<file path="src/rtl/parity_pkg.sv">
// Shared types and constants for the parity arbiter slice.
package parity_pkg;
  localparam int PARITY_W = 16;

  typedef enum logic [1:0] {
    IDLE = 2'd0,
    CALC = 2'd1,
    RESP = 2'd2
  } arb_state_t;
endpackage

</file>
<file path="src/rtl/parity_generator.sv">
// Single shared parity datapath: even parity (XOR reduction) of one word.
module parity_generator
  import parity_pkg::*;
(
  input  logic [PARITY_W-1:0] data,
  output logic                parity
);
  assign parity = ^data;
endmodule

</file>
<file path="src/rtl/parity_arbiter.sv">
// Round-robin arbiter sharing one parity_generator between N requesters.
// Optional per-requester saturating grant counters under PARITY_ARB_STATS_EN.
module parity_arbiter
  import parity_pkg::*;
#(
  parameter int N   = 4,
  parameter int W   = PARITY_W,
  parameter int IDW = $clog2(N)
) (
  input  logic           clk,
  input  logic           rst,
  input  logic [N-1:0]   req_valid,
  input  logic [N*W-1:0] req_data,
  output logic [N-1:0]   req_ready,
  output logic           rsp_valid,
  output logic [IDW-1:0] rsp_id,
  output logic           rsp_parity,
  input  logic           rsp_ready
`ifdef PARITY_ARB_STATS_EN
  ,
  output logic [N*8-1:0] grant_cnt
`endif
);

  arb_state_t     state_q, state_d;
  logic [IDW-1:0] ptr_q, id_q, grant;
  logic [W-1:0]   data_q;
  logic           par_q, par_w, any, accept;

  // First set bit at or above p, wrapping modulo N.
  function automatic logic [IDW-1:0] rr_pick(input logic [N-1:0] v, input logic [IDW-1:0] p);
    logic [IDW-1:0] g;
    g = p;
    for (int k = N-1; k >= 0; k--) begin
      int j;
      j = (int'(p) + k) % N;
      if (v[j]) g = IDW'(j);
    end
    return g;
  endfunction

  assign any    = |req_valid;
  assign grant  = rr_pick(req_valid, ptr_q);
  assign accept = (state_q == IDLE) && any && !rst;

  parity_generator u_par (
    .data   (data_q),
    .parity (par_w)
  );

  always_ff @(posedge clk) begin
    if (rst) state_q <= IDLE;
    else     state_q <= state_d;
  end

  always_comb begin
    state_d = state_q;
    case (state_q)
      IDLE:    if (any) state_d = CALC;
      CALC:    state_d = RESP;
      RESP:    if (rsp_ready) state_d = IDLE;
      default: state_d = IDLE;
    endcase
  end

  // Outputs are forced quiet while rst is high so a reset cycle never accepts or responds.
  always_comb begin
    for (int i = 0; i < N; i++) req_ready[i] = accept && (int'(grant) == i);
    rsp_valid  = (state_q == RESP) && !rst;
    rsp_id     = rst ? '0 : id_q;
    rsp_parity = !rst && par_q;
  end

  always_ff @(posedge clk) begin
    if (rst) begin
      ptr_q  <= '0;
      data_q <= '0;
      id_q   <= '0;
      par_q  <= 1'b0;
    end else begin
      if (accept) begin
        data_q <= req_data[grant*W +: W];
        id_q   <= grant;
      end
      if (state_q == CALC) par_q <= par_w;
      if (state_q == RESP && rsp_ready)
        ptr_q <= (id_q == IDW'(N-1)) ? '0 : id_q + 1'b1;
    end
  end

`ifdef PARITY_ARB_STATS_EN
  for (genvar i = 0; i < N; i++) begin : g_cnt
    logic [7:0] cnt_q;
    always_ff @(posedge clk) begin
      if (rst)                               cnt_q <= '0;
      else if (req_ready[i] && cnt_q != 8'hFF) cnt_q <= cnt_q + 8'd1;
    end
    assign grant_cnt[i*8 +: 8] = cnt_q;
  end
`endif

endmodule
</file>
<file path="config.mk">
export PLATFORM = sky130hd
export DESIGN_NAME = parity_arbiter
export DESIGN_NICKNAME = d
export VERILOG_FILES = /design/src/rtl/parity_pkg.sv /design/src/rtl/parity_generator.sv /design/src/rtl/parity_arbiter.sv
export SDC_FILE = /design/constraint.sdc
export NUM_CORES = 1
export LEC_CHECK = 0
export CAP_MARGIN = 40
export CELL_PAD_IN_SITES_DETAIL_PLACEMENT = 1
export CELL_PAD_IN_SITES_GLOBAL_PLACEMENT = 1
export CORE_AREA = 2 2 92 72
export DETAILED_ROUTE_END_ITERATION = 7
export DIE_AREA = 0 0 94 74
export HOLD_SLACK_MARGIN = 0.06
export PLACE_DENSITY = 0.73
export SLEW_MARGIN = 20
export SYNTH_ARGS = -nofsm -noshare
export SYNTH_HDL_FRONTEND = slang
export SYNTH_SLANG_ARGS = --single-unit
</file>
<file path="constraint.sdc">
create_clock -name clk -period 1.56 [get_ports clk]
set_clock_uncertainty 0.05 [all_clocks]
set_input_delay 0.234 -clock clk [delete_from_list [all_inputs] [get_ports clk]]
set_output_delay 0.234 -clock clk [all_outputs]
set_load 0.02 [all_outputs]
</file>
==> metrics.md, run 1 <==
| Metric | Value |
|---|---|
| Synth cell types | 30 |
| Hold Vio Cnt, Final | 0 |
| Post-Synthesis Cell Area | 0.00153 sq mm |
| Leakage | 1.06 nW |
| Relative max-transition margin | 78.7% |
| Crit path cell chain | buf_6 > a222oi_1 > buf_4 > and3_4 > buf_6 |
| Clock slew at reported path FFs | 0.08 ns |
| Fillers | 682 |
| Critical Path End | req_ready[1] |
| CP endpoint kind | primary output |
| Initial antenna violation count | 0 |
| First-pass GRT wire length | 7800 um |
| Pre-CTS WS | -1.01 ns |
| DRC violation total after the first TritonRoute iteration | 26 |
| Power Density | 710 mW/mm^2 |
| Post-synth ARST share | 0% |
| Die ar. | 0.00696 sq mm |
| Nets | 329 |
| Simple-gate share of the synthesized area | 13.2% |
| PnR Total Power | 2.02 mW |
| PortBufs | 78 |
| Arr. time, crit path | 1.62 ns |
| Syn_nets | 229 |
| Synth Area in XOR/XNOR | 8.58% |
| Bufs on Longest Clock Path | 2 |
| Top post-synthesis cells by count | 33 x mux2i_1, 23 x dfxtp_1, 16 x nand2_1 |
| Final Setup Violations | 21 |
| Fmax | 525 MHz |
| Area fraction in compound gates after synthesis | 17.2% |
| Post-synth top area share | 30.1% |
| WL/cell | 15.0 um |
| Cell count after placement | 322 |
| Clk sink count | 23 |
| CP max FO | 5 |
| Initial core utilization | 25.1% |
| Reg-to-Reg Start | ptr_q[1]$_SDFFE_PP0P_ |
| Ports | 79 |
| Violated checks | negative setup slack |
| Root Driver | clkbuf_8 |
| Synth Register Bits | 23 |
| Cell with the most instances after synthesis | mux2i_1 |
| Worst-Margin Slew | 0.319 ns |
| Post-route ant nets | 0 |
| Dominant combinational cell family by area after synthesis | multiplexers |
| CTS H-Tree Depth | 1 |
| Worst endpoint required time | 1.28 ns |
| Post-synthesis mux area share | 23.0% |
| Final Wtd Congestion | 0.727 |
| CTS tree | yes |
| Std cell rows | 25 |
| Slowest stage delay, CP | 0.37 ns |
| Outcome | complete, but fails checks |
| Worst skew pair latency | 0.26 ns |
| Pin count of the biggest net entering global routing | 17 |
| Dpl hpwl | 3620 um |
| YS warnings | 0 |
| GRT Total Usage | 14.5% |
| # diodes | 0 |
| Startpoint Class | flip-flop |
| Most frequent CP cell | buf_6 |
| Placeable Area | 0.00610 sq mm |
| Post-synth top area cell | dfxtp_1 |
| Max VDD drop | 0.337 mV |
| Total grt overflow | 0 |
| Number of global-route vias before repair | 1555 |
| Min-delay worst type | flip-flop to flip-flop |
| Drt total wl | 5060 um |
| DIE HEIGHT | 74 um |
| Setup TNS | -4.51 ns |
| DR vias/cell | 4.64 |
| Worst hold start | data_q[15]$_SDFFE_PP0P_ |
| Ratio of cells with drive above 1 in the final layout | 31.6% |
| Vias | 1565 |
| Synth Area in Adders | 0.817% |
| Setup WS post-layout | -0.345 ns |
| Post-synth EDFFs | 0 |
| Worst R2R End | data_q[11]$_SDFFE_PP0P_ |
| Final period util | 122% |
| Area growth syn-to-layout | 85.9% |
| Syn Inst Count | 157 |
| RSZ-0062 raised after global routing | true |
| CP max stage cell | dfxtp_4 |
| Ranking of synthesized cells by area | dfxtp_1 30%, mux2i_1 22%, o221ai_2 8.8%, xnor2_1 7.4%, o221ai_1 4.0% |
| Max Cap Viol | 0 |
| CTS Buf Count | 3 |
| Min cycle time layout | 1.91 ns |
| Worst R2R Path Depth | 8 |
| Syn avg cell area | 9.75 sq um |
| Final std cells w/o fill | 337 |
| Die Wd | 94 um |
| Main flop type after synthesis | dfxtp_1 |
| Router iterations before antenna repair | 4 |
| Worst setup startpoint | ptr_q[1]$_SDFFE_PP0P_ |
| Register-to-register setup slack | -0.21 ns |
| Register area share after synthesis | 30.1% |
| Fin. max-slew vios | 0 |
| DRC | 0 |
| Crit path kind | flip-flop to primary output |
==> kinds of logic after synthesis <==
group / after synthesis
AND/OR/NAND/NOR: 42
multiplexers: 35
AO/OA/AOI/OAI: 26
flip-flops: 23
XOR/XNOR: 15
buffers and inverters: 15
adder cells (fa/ha/maj): 1
==> sequential cells by signal, indices dropped and copies added, names as in the netlist <==
name	cells
ptr_q	2
id_q	2
state_q	2
par_q	1
data_q	16
==> placed cells by master (no fill, tap or decap), types with 3 or more instances in the layout <==
cell type | Yosys | routed
buf_12 | 1 | 3
buf_16 | 0 | 3
buf_2 | 2 | 4
buf_4 | 3 | 14
buf_6 | 3 | 10
clkbuf_8 | 0 | 3
clkdlybuf4s50_1 | 0 | 66
dfxtp_1 | 23 | 21
inv_1 | 5 | 4
mux2i_1 | 33 | 17
mux2i_2 | 0 | 13
mux2i_4 | 0 | 3
nand2_1 | 16 | 16
nor2_1 | 11 | 9
nor2b_1 | 4 | 4
o221ai_1 | 7 | 7
o221ai_2 | 9 | 9
o22ai_1 | 4 | 3
xnor2_1 | 13 | 13
==> how the worst min path moves through the flow <==
stage                                   end  slack [ns]  cells past startpoint
finish              data_q[15]$_SDFFE_PP0P_        0.44                      2
detailed placement   data_q[6]$_SDFFE_PP0P_        0.42                      2
global route         data_q[6]$_SDFFE_PP0P_        0.46                      2
global placement     data_q[0]$_SDFFE_PP0P_        0.41                      2
CTS                 data_q[15]$_SDFFE_PP0P_        0.45                      2
floorplan           state_q[1]$_SDFFE_PP0P_        0.37                      3
==> power by group <==
part           switching (mW)  internal, mW  leakage (nW)
combinational           0.381         0.565         0.845
clock                   0.179         0.182        0.0228
sequential             0.0518         0.663         0.191
==> metrics by stage <==
step	utilization [%]	cell area, sq um	hold WS (ns)
floorplan	-	1580	0.367
global placement	40.7	2480	0.413
detailed placement	40.7	2480	0.423
CTS	46.9	2860	0.451
global route	46.7	2850	0.464
finish	46.7	2850	0.443
==> timing repair <==
action | in CTS | in global routing
gates cloned | 3 | 0
gates resized for setup | 90 | 2
hold buffers | 0 | 0
endpoints found under the setup margin | 26 | 23
pin swaps | 19 | 1
buffers inserted | 8 | 0
==> final cells by class <==
cell class / count / area (sq um) / share of cell area (%)
sequential: 23 / 465 / 16.4
clock buffer: 4 / 45.0 / 1.58
multi-input combinational: 119 / 1130 / 39.8
inverter: 6 / 22.5 / 0.791
tap: 81 / 101 / 3.56
timing repair buffer: 104 / 1080 / 37.9
==> layer usage <==
metal	GRT usage [%]	wire [um]
met5	0	0
met3	3.85	300
met2	26.8	2530
met1	17.5	2190
met4	2.25	41
==> critical path, delay by kind of cell, from the launching register on <==
kind | cells | cell delay (ns)
buffers and inverters | 3 | 0.43
flip-flops | 1 | 0.37
AO/OA/AOI/OAI | 1 | 0.36
AND/OR/NAND/NOR | 1 | 0.20
Power figures use the tool's default switching activity.
==> inputs of run 2 (changes only) <==
--- a/config.mk
+++ b/config.mk
@@ -6,11 +6,10 @@
 export NUM_CORES = 1
 export LEC_CHECK = 0
 export CAP_MARGIN = 40
-export CELL_PAD_IN_SITES_DETAIL_PLACEMENT = 1
-export CELL_PAD_IN_SITES_GLOBAL_PLACEMENT = 1
-export CORE_AREA = 2 2 92 72
+export CORE_AREA = 2 2 79 62
+export CTS_CLUSTER_SIZE = 24
 export DETAILED_ROUTE_END_ITERATION = 7
-export DIE_AREA = 0 0 94 74
+export DIE_AREA = 0 0 81 64
 export HOLD_SLACK_MARGIN = 0.06
 export PLACE_DENSITY = 0.73
 export SLEW_MARGIN = 20
==> run 2 against run 1 <==
Net effect:
- the run still ends with negative setup slack left
- clock-buffer cell count decreased by 1
- die area decreased by 25%
- global-route usage increased by 2.8 points
- power increased by 2.5%
- worst hold slack got worse by 0.0064 ns
- cell count decreased by 7.7%
- design area increased by 1.6%
- register-to-register slack got worse by 0.11 ns
- clock power increased by 5%
- setup slack improved by 0.028 ns
- combinational power increased by 3.8%
- flip-flop and latch count unchanged
- critical endpoint is now data_q[4]$_SDFFE_PP0P_
- largest cell class unchanged
==> metrics.md, run 2 (synthesized netlist as in run 1, its figures left out) <==
| Metric | Value |
|---|---|
| Max Cap Viol | 0 |
| Number of global-route vias before repair | 1514 |
| Crit path kind | flip-flop to flip-flop |
| Min-delay worst type | flip-flop to flip-flop |
| Ports | 79 |
| CP max stage cell | dfxtp_4 |
| WL/cell | 14.4 um |
| Highest-count cells in the layout ignoring fill and taps | 66 x clkdlybuf4s50_1, 21 x dfxtp_1, 17 x mux2i_1, 16 x nand2_1, 13 x xnor2_1 |
| Fmax | 533 MHz |
| Pre-CTS WS | -1.02 ns |
| Worst Hold End | data_q[12]$_SDFFE_PP0P_ |
| Routed met2 length | 2150 um |
| Clock slew at reported path FFs | 0.09 ns |
| Power Density | 716 mW/mm^2 |
| Worst-Margin Slew | 0.291 ns |
| Router iterations before antenna repair | 4 |
| Drt total wl | 4480 um |
| Worst skew pair latency | 0.27 ns |
| Violated checks | negative setup slack |
| Register bank with the most flops | data_q |
| DRC | 0 |
| Register-to-register setup slack | -0.32 ns |
| Footprint of the multi-input gates | 0.00120 sq mm |
| Final Wtd Congestion | 0.731 |
| Setup WS post-layout | -0.317 ns |
| Pin count of the biggest net entering global routing | 17 |
| Worst endpoint required time | 1.66 ns |
| Met3 Wirelength | 281 um |
| # diodes | 0 |
| Std cell rows | 21 |
| CP endpoint kind | flip-flop |
| Arr. time, crit path | 1.98 ns |
| Post-route ant nets | 0 |
| Max FFs per register | 16 |
| CTS H-Tree Depth | 1 |
| GRT Total Usage | 17.3% |
| Min cycle time layout | 1.88 ns |
| DR vias/cell | 4.85 |
| Worst hold start | data_q[12]$_SDFFE_PP0P_ |
| PnR Total Power | 2.07 mW |
| Most frequent CP cell | buf_6 |
| DP Area | 0.00245 sq mm |
| CP max FO | 7 |
| Bufs on Longest Clock Path | 2 |
| Die ar. | 0.00518 sq mm |
| Die Wd | 81 um |
| Sequential cell area | 465 sq um |
| RSZ-0062 raised after global routing | true |
| DIE HEIGHT | 64 um |
| Initial antenna violation count | 0 |
| Final Setup Violations | 21 |
| Reg-to-Reg Start | ptr_q[1]$_SDFFE_PP0P_ |
| Max VDD drop | 0.381 mV |
| Met1 Routed Length | 2020 um |
| Area growth syn-to-layout | 88.9% |
| Vias | 1507 |
| DRC violation total after the first TritonRoute iteration | 56 |
| Placeable Area | 0.00436 sq mm |
| Hold Vio Cnt, Final | 0 |
| Worst R2R End | data_q[4]$_SDFFE_PP0P_ |
| Outcome | complete, but fails checks |
| Ratio of cells with drive above 1 in the final layout | 33.1% |
| Fin. max-slew vios | 0 |
| PortBufs | 78 |
| Initial core utilization | 35.1% |
| Dpl hpwl | 3000 um |
| Slowest stage delay, CP | 0.38 ns |
| Root Driver | clkbuf_8 |
| Setup TNS | -5.39 ns |
| First-pass GRT wire length | 6910 um |
| Final period util | 120% |
| Fillers | 369 |
| Relative max-transition margin | 80.6% |
| Clk sink count | 23 |
| Startpoint Class | flip-flop |
| Leakage | 1.08 nW |
| Hold_buf cts | 0 |
| Post-Layout Inst Area | 0.00289 sq mm |
| CTS Buf Count | 3 |
| Crit path cell chain | nor3b_4 > o22ai_2 > a2bb2oi_4 > buf_6 > buf_6 > clkbuf_16 > mux2i_4 > o221ai_2 |
| Max Used Layer | met4 |
| Commonest non-fill, non-tap cell in the layout | clkdlybuf4s50_1 |
| Worst R2R Path Depth | 8 |
| Hold Crit Depth | 2 |
| Total grt overflow | 0 |
| Nets | 327 |
| CTS tree | yes |
[run 2: cell count changes in the layout (fill, tap and decap cells not counted), moves of 2 or more]
cell      change
buf_4         -2
nor3b_4       +2
o221ai_2      +2
buf_12        -2
nor3b_2       -2
mux2i_2       -4
mux2i_4       +4
o221ai_1      -2
[run 2: repair_timing]
| item | in CTS | in global routing |
|---|---|---|
| pin swaps | 8 | 12 |
| resized for setup | 74 | 29 |
| cloned | 3 | 1 |
| endpoints found under the setup margin | 26 | 25 |
| setup buffers | 7 | 0 |
[run 2: cell type report]
type | instances | area share (%)
Clock inverter | 1 | 0.173
Inverter | 6 | 0.779
Sequential cell | 23 | 16.1
Clock buffer | 3 | 1.43
Tap cell | 57 | 2.47
Timing Repair Buffer | 102 | 37.6
Multi-Input combinational cell | 119 | 41.4
[run 2: through the flow]
step / utilization [%] / hold WS (ns) / instances
after detailed placement: 56.3 / 0.422 / 297
after global placement: 56.3 / 0.416 / 297
after CTS: 63.3 / 0.443 / 310
final: 66.3 / 0.437 / 311
after global routing: 66.3 / 0.466 / 311
after floorplan: - / 0.367 / 157
[run 2: power breakdown]
part / leakage (nW) / switching (mW) / total (mW) / internal, mW
logic: 0.866 / 0.381 / 0.982 / 0.601
clock network: 0.0255 / 0.200 / 0.379 / 0.179
registers: 0.191 / 0.0484 / 0.711 / 0.663
[run 2: worst max path at each step]
| stage | start | slack, ns | cells past startpoint | endpoint |
|---|---|---|---|---|
| 3_3_place_gp | req_valid[0] | -0.97 | 8 | req_ready[3] |
| 6_report | ptr_q[1]$_SDFFE_PP0P_ | -0.32 | 8 | data_q[4]$_SDFFE_PP0P_ |
| 3_5_place_dp | req_valid[0] | -1.02 | 7 | req_ready[0] |
| 2_1_floorplan | ptr_q[1]$_SDFFE_PP0P_ | -0.23 | 5 | req_ready[3] |
| 5_1_grt | ptr_q[1]$_SDFFE_PP0P_ | -0.40 | 8 | data_q[5]$_SDFFE_PP0P_ |
| 4_1_cts | ptr_q[1]$_SDFFE_PP0P_ | -0.32 | 6 | req_ready[0] |
[run 2: critical path, delay by kind of cell (launching register included)]
family          cells  cell delay, ns
compound gates      3            0.42
simple gates        1            0.19
flops               1            0.38
mux                 1            0.24
buf+inv             3            0.46
[run 2: layer usage]
metal	vias to the layer above	track usage, %
met5	-	0
met4	0	3.18
met3	5	4.38
met2	51	30.3
met1	675	21.5
li1	776	-
==> inputs of run 3 (changes only) <==
--- a/config.mk
+++ b/config.mk
@@ -6,12 +6,12 @@
 export NUM_CORES = 1
 export LEC_CHECK = 0
 export CAP_MARGIN = 40
-export CORE_AREA = 2 2 79 62
+export CORE_AREA = 2 2 64 78
 export CTS_CLUSTER_SIZE = 24
 export DETAILED_ROUTE_END_ITERATION = 7
-export DIE_AREA = 0 0 81 64
+export DIE_AREA = 0 0 66 80
 export HOLD_SLACK_MARGIN = 0.06
-export PLACE_DENSITY = 0.73
+export PLACE_DENSITY = 0.71
 export SLEW_MARGIN = 20
 export SYNTH_ARGS = -nofsm -noshare
 export SYNTH_HDL_FRONTEND = slang
==> run 3 against run 2 <==
Net effect:
- the flow still finishes with violations (negative setup slack)
- flip-flop and latch count unchanged
- first-iteration DRC count decreased by 36%
- utilization decreased by 9.0 points
- setup slack improved by 0.040 ns
- critical endpoint is now req_ready[0]
- largest power group unchanged
==> metrics.md, run 3 (synthesized netlist as in run 1, its figures left out) <==
| Metric | Value |
|---|---|
| Worst R2R End | data_q[10]$_SDFFE_PP0P_ |
| Initial antenna violation count | 0 |
| Nets | 321 |
| Total grt overflow | 0 |
| Clock slew at reported path FFs | 0.08 ns |
| Final period util | 118% |
| Final Setup Violations | 20 |
| Number of global-route vias before repair | 1491 |
| Commonest non-fill, non-tap cell in the layout | clkdlybuf4s50_1 |
| Routed met2 length | 2150 um |
| Violated checks | negative setup slack |
| Startpoint Class | flip-flop |
| Die ar. | 0.00528 sq mm |
| Die Wd | 66 um |
| DP Area | 0.00244 sq mm |
| Reg-to-Reg Start | ptr_q[1]$_SDFFE_PP0P_ |
| Max FFs per register | 16 |
| DRC | 0 |
| DIE HEIGHT | 80 um |
| CTS Buf Count | 3 |
| Placeable Area | 0.00453 sq mm |
| Ratio of cells with drive above 1 in the final layout | 26.6% |
| Power Density | 733 mW/mm^2 |
| Std cell rows | 27 |
| Register-to-register setup slack | -0.17 ns |
| CTS tree | yes |
| Fmax | 544 MHz |
| CP max FO | 5 |
| Min cycle time layout | 1.84 ns |
| Worst R2R Path Depth | 6 |
| Bufs on Longest Clock Path | 2 |
| Min-delay worst type | flip-flop to flip-flop |
| # diodes | 0 |
| Critical Path End | req_ready[0] |
| Setup WS post-layout | -0.277 ns |
| PortBufs | 78 |
| Crit path kind | flip-flop to primary output |
| RSZ-0062 raised after global routing | true |
| Relative max-transition margin | 75.9% |
| Worst-Margin Slew | 0.358 ns |
| Ports | 79 |
| Met1 Routed Length | 1620 um |
| Vias | 1492 |
| DR vias/cell | 4.88 |
| Pin count of the biggest net entering global routing | 17 |
| Initial core utilization | 33.8% |
| Outcome | complete, but fails checks |
| Register bank with the most flops | data_q |
| Max Used Layer | met4 |
| Post-Layout Inst Area | 0.00260 sq mm |
| Drt total wl | 3970 um |
| Highest-count cells in the layout ignoring fill and taps | 66 x clkdlybuf4s50_1, 25 x mux2i_1, 21 x dfxtp_1, 16 x nand2_1, 15 x buf_4 |
| Final Wtd Congestion | 0.816 |
| Hold_buf cts | 0 |
| Fin. max-slew vios | 0 |
| Worst endpoint required time | 1.28 ns |
| Max Cap Viol | 0 |
| Hold_ws | 0.441 ns |
| Clk sink count | 23 |
| Router iterations before antenna repair | 4 |
| Post-route ant nets | 0 |
| First-pass GRT wire length | 6380 um |
| Arr. time, crit path | 1.55 ns |
| Area growth syn-to-layout | 69.5% |
| Leakage | 0.984 nW |
| WL/cell | 13.0 um |
| Worst setup startpoint | ptr_q[1]$_SDFFE_PP0P_ |
| Worst skew pair latency | 0.26 ns |
| Met3 Wirelength | 187 um |
| GRT Total Usage | 15.1% |
| Hold Vio Cnt, Final | 0 |
| CP endpoint kind | primary output |
| CTS H-Tree Depth | 1 |
| Root Driver | clkbuf_8 |
| Max VDD drop | 0.317 mV |
| DRC violation total after the first TritonRoute iteration | 36 |
| Dpl hpwl | 2960 um |
==> run 3: changes by cell type in the layout (fill, tap and decap cells not counted), sizes merged <==
cell,delta
dlygate4sd2,+1
clkdlybuf4s15,-1
buf,-4
bufbuf,-1
clkbuf,-1
==> run 3: report_power, final <==
| part | total [mW] | leakage (nW) | internal [mW] | switching [mW] |
|---|---|---|---|---|
| logic | 0.829 | 0.767 | 0.499 | 0.330 |
| clock network | 0.363 | 0.0255 | 0.178 | 0.185 |
| registers | 0.712 | 0.191 | 0.663 | 0.0490 |
==> run 3: through the flow <==
stage | std cells | setup WS, ns | TNS [ns] | utilization [%] | power, mW
6_report | 306 | -0.277 | -3.43 | 57.4 | 1.90
3_3_place_gp | 297 | -0.981 | -17.85 | 53.8 | 1.50
4_1_cts | 306 | -0.281 | -4.07 | 57.3 | 1.92
2_1_floorplan | 157 | -0.232 | -1.85 | - | 1.23
5_1_grt | 306 | -0.341 | -5.08 | 57.4 | 2.03
3_5_place_dp | 297 | -0.985 | -18.49 | 53.8 | 1.51
==> run 3: cell type report <==
cell class | count | area, sq um
clock buffers | 3 | 41.3
flip-flops and latches | 23 | 465
repair buffers | 96 | 930
clock inverters | 1 | 5.00
fillers | 437 | 1930
well taps | 58 | 72.6
inverters | 6 | 22.5
multi-input cells | 119 | 1060
==> run 3: critical path, stage by stage, from the launching register on <==
cell and delay (ns):
dfxtp_4 0.37, buf_6 0.12, a222oi_1 0.33, buf_4 0.19
buf_4 0.11, nor3b_2 0.04, buf_4 0.15
==> run 3: how the worst min path moves through the flow <==
stage / start / to / cells after the start
3_3_place_gp: data_q[12]$_SDFFE_PP0P_ / data_q[12]$_SDFFE_PP0P_ / 2
2_1_floorplan: rsp_ready / state_q[1]$_SDFFE_PP0P_ / 3
6_report: data_q[0]$_SDFFE_PP0P_ / data_q[0]$_SDFFE_PP0P_ / 2
4_1_cts: data_q[0]$_SDFFE_PP0P_ / data_q[0]$_SDFFE_PP0P_ / 2
3_5_place_dp: data_q[8]$_SDFFE_PP0P_ / data_q[8]$_SDFFE_PP0P_ / 2
5_1_grt: data_q[3]$_SDFFE_PP0P_ / data_q[3]$_SDFFE_PP0P_ / 2
==> run 3: metal layers <==
metal,track usage [%],up-vias
met3,2.82,2
met2,29.2,42
li1,-,757
met4,2.45,0
met1,17.1,691
met5,0,-
==> run 3: repair_timing <==
action | in CTS | in global routing
endpoints found under the setup margin | 26 | 24
cloned | 1 | 0
gates resized for setup | 56 | 12
pin swaps | 5 | 2
buffers inserted | 4 | 0
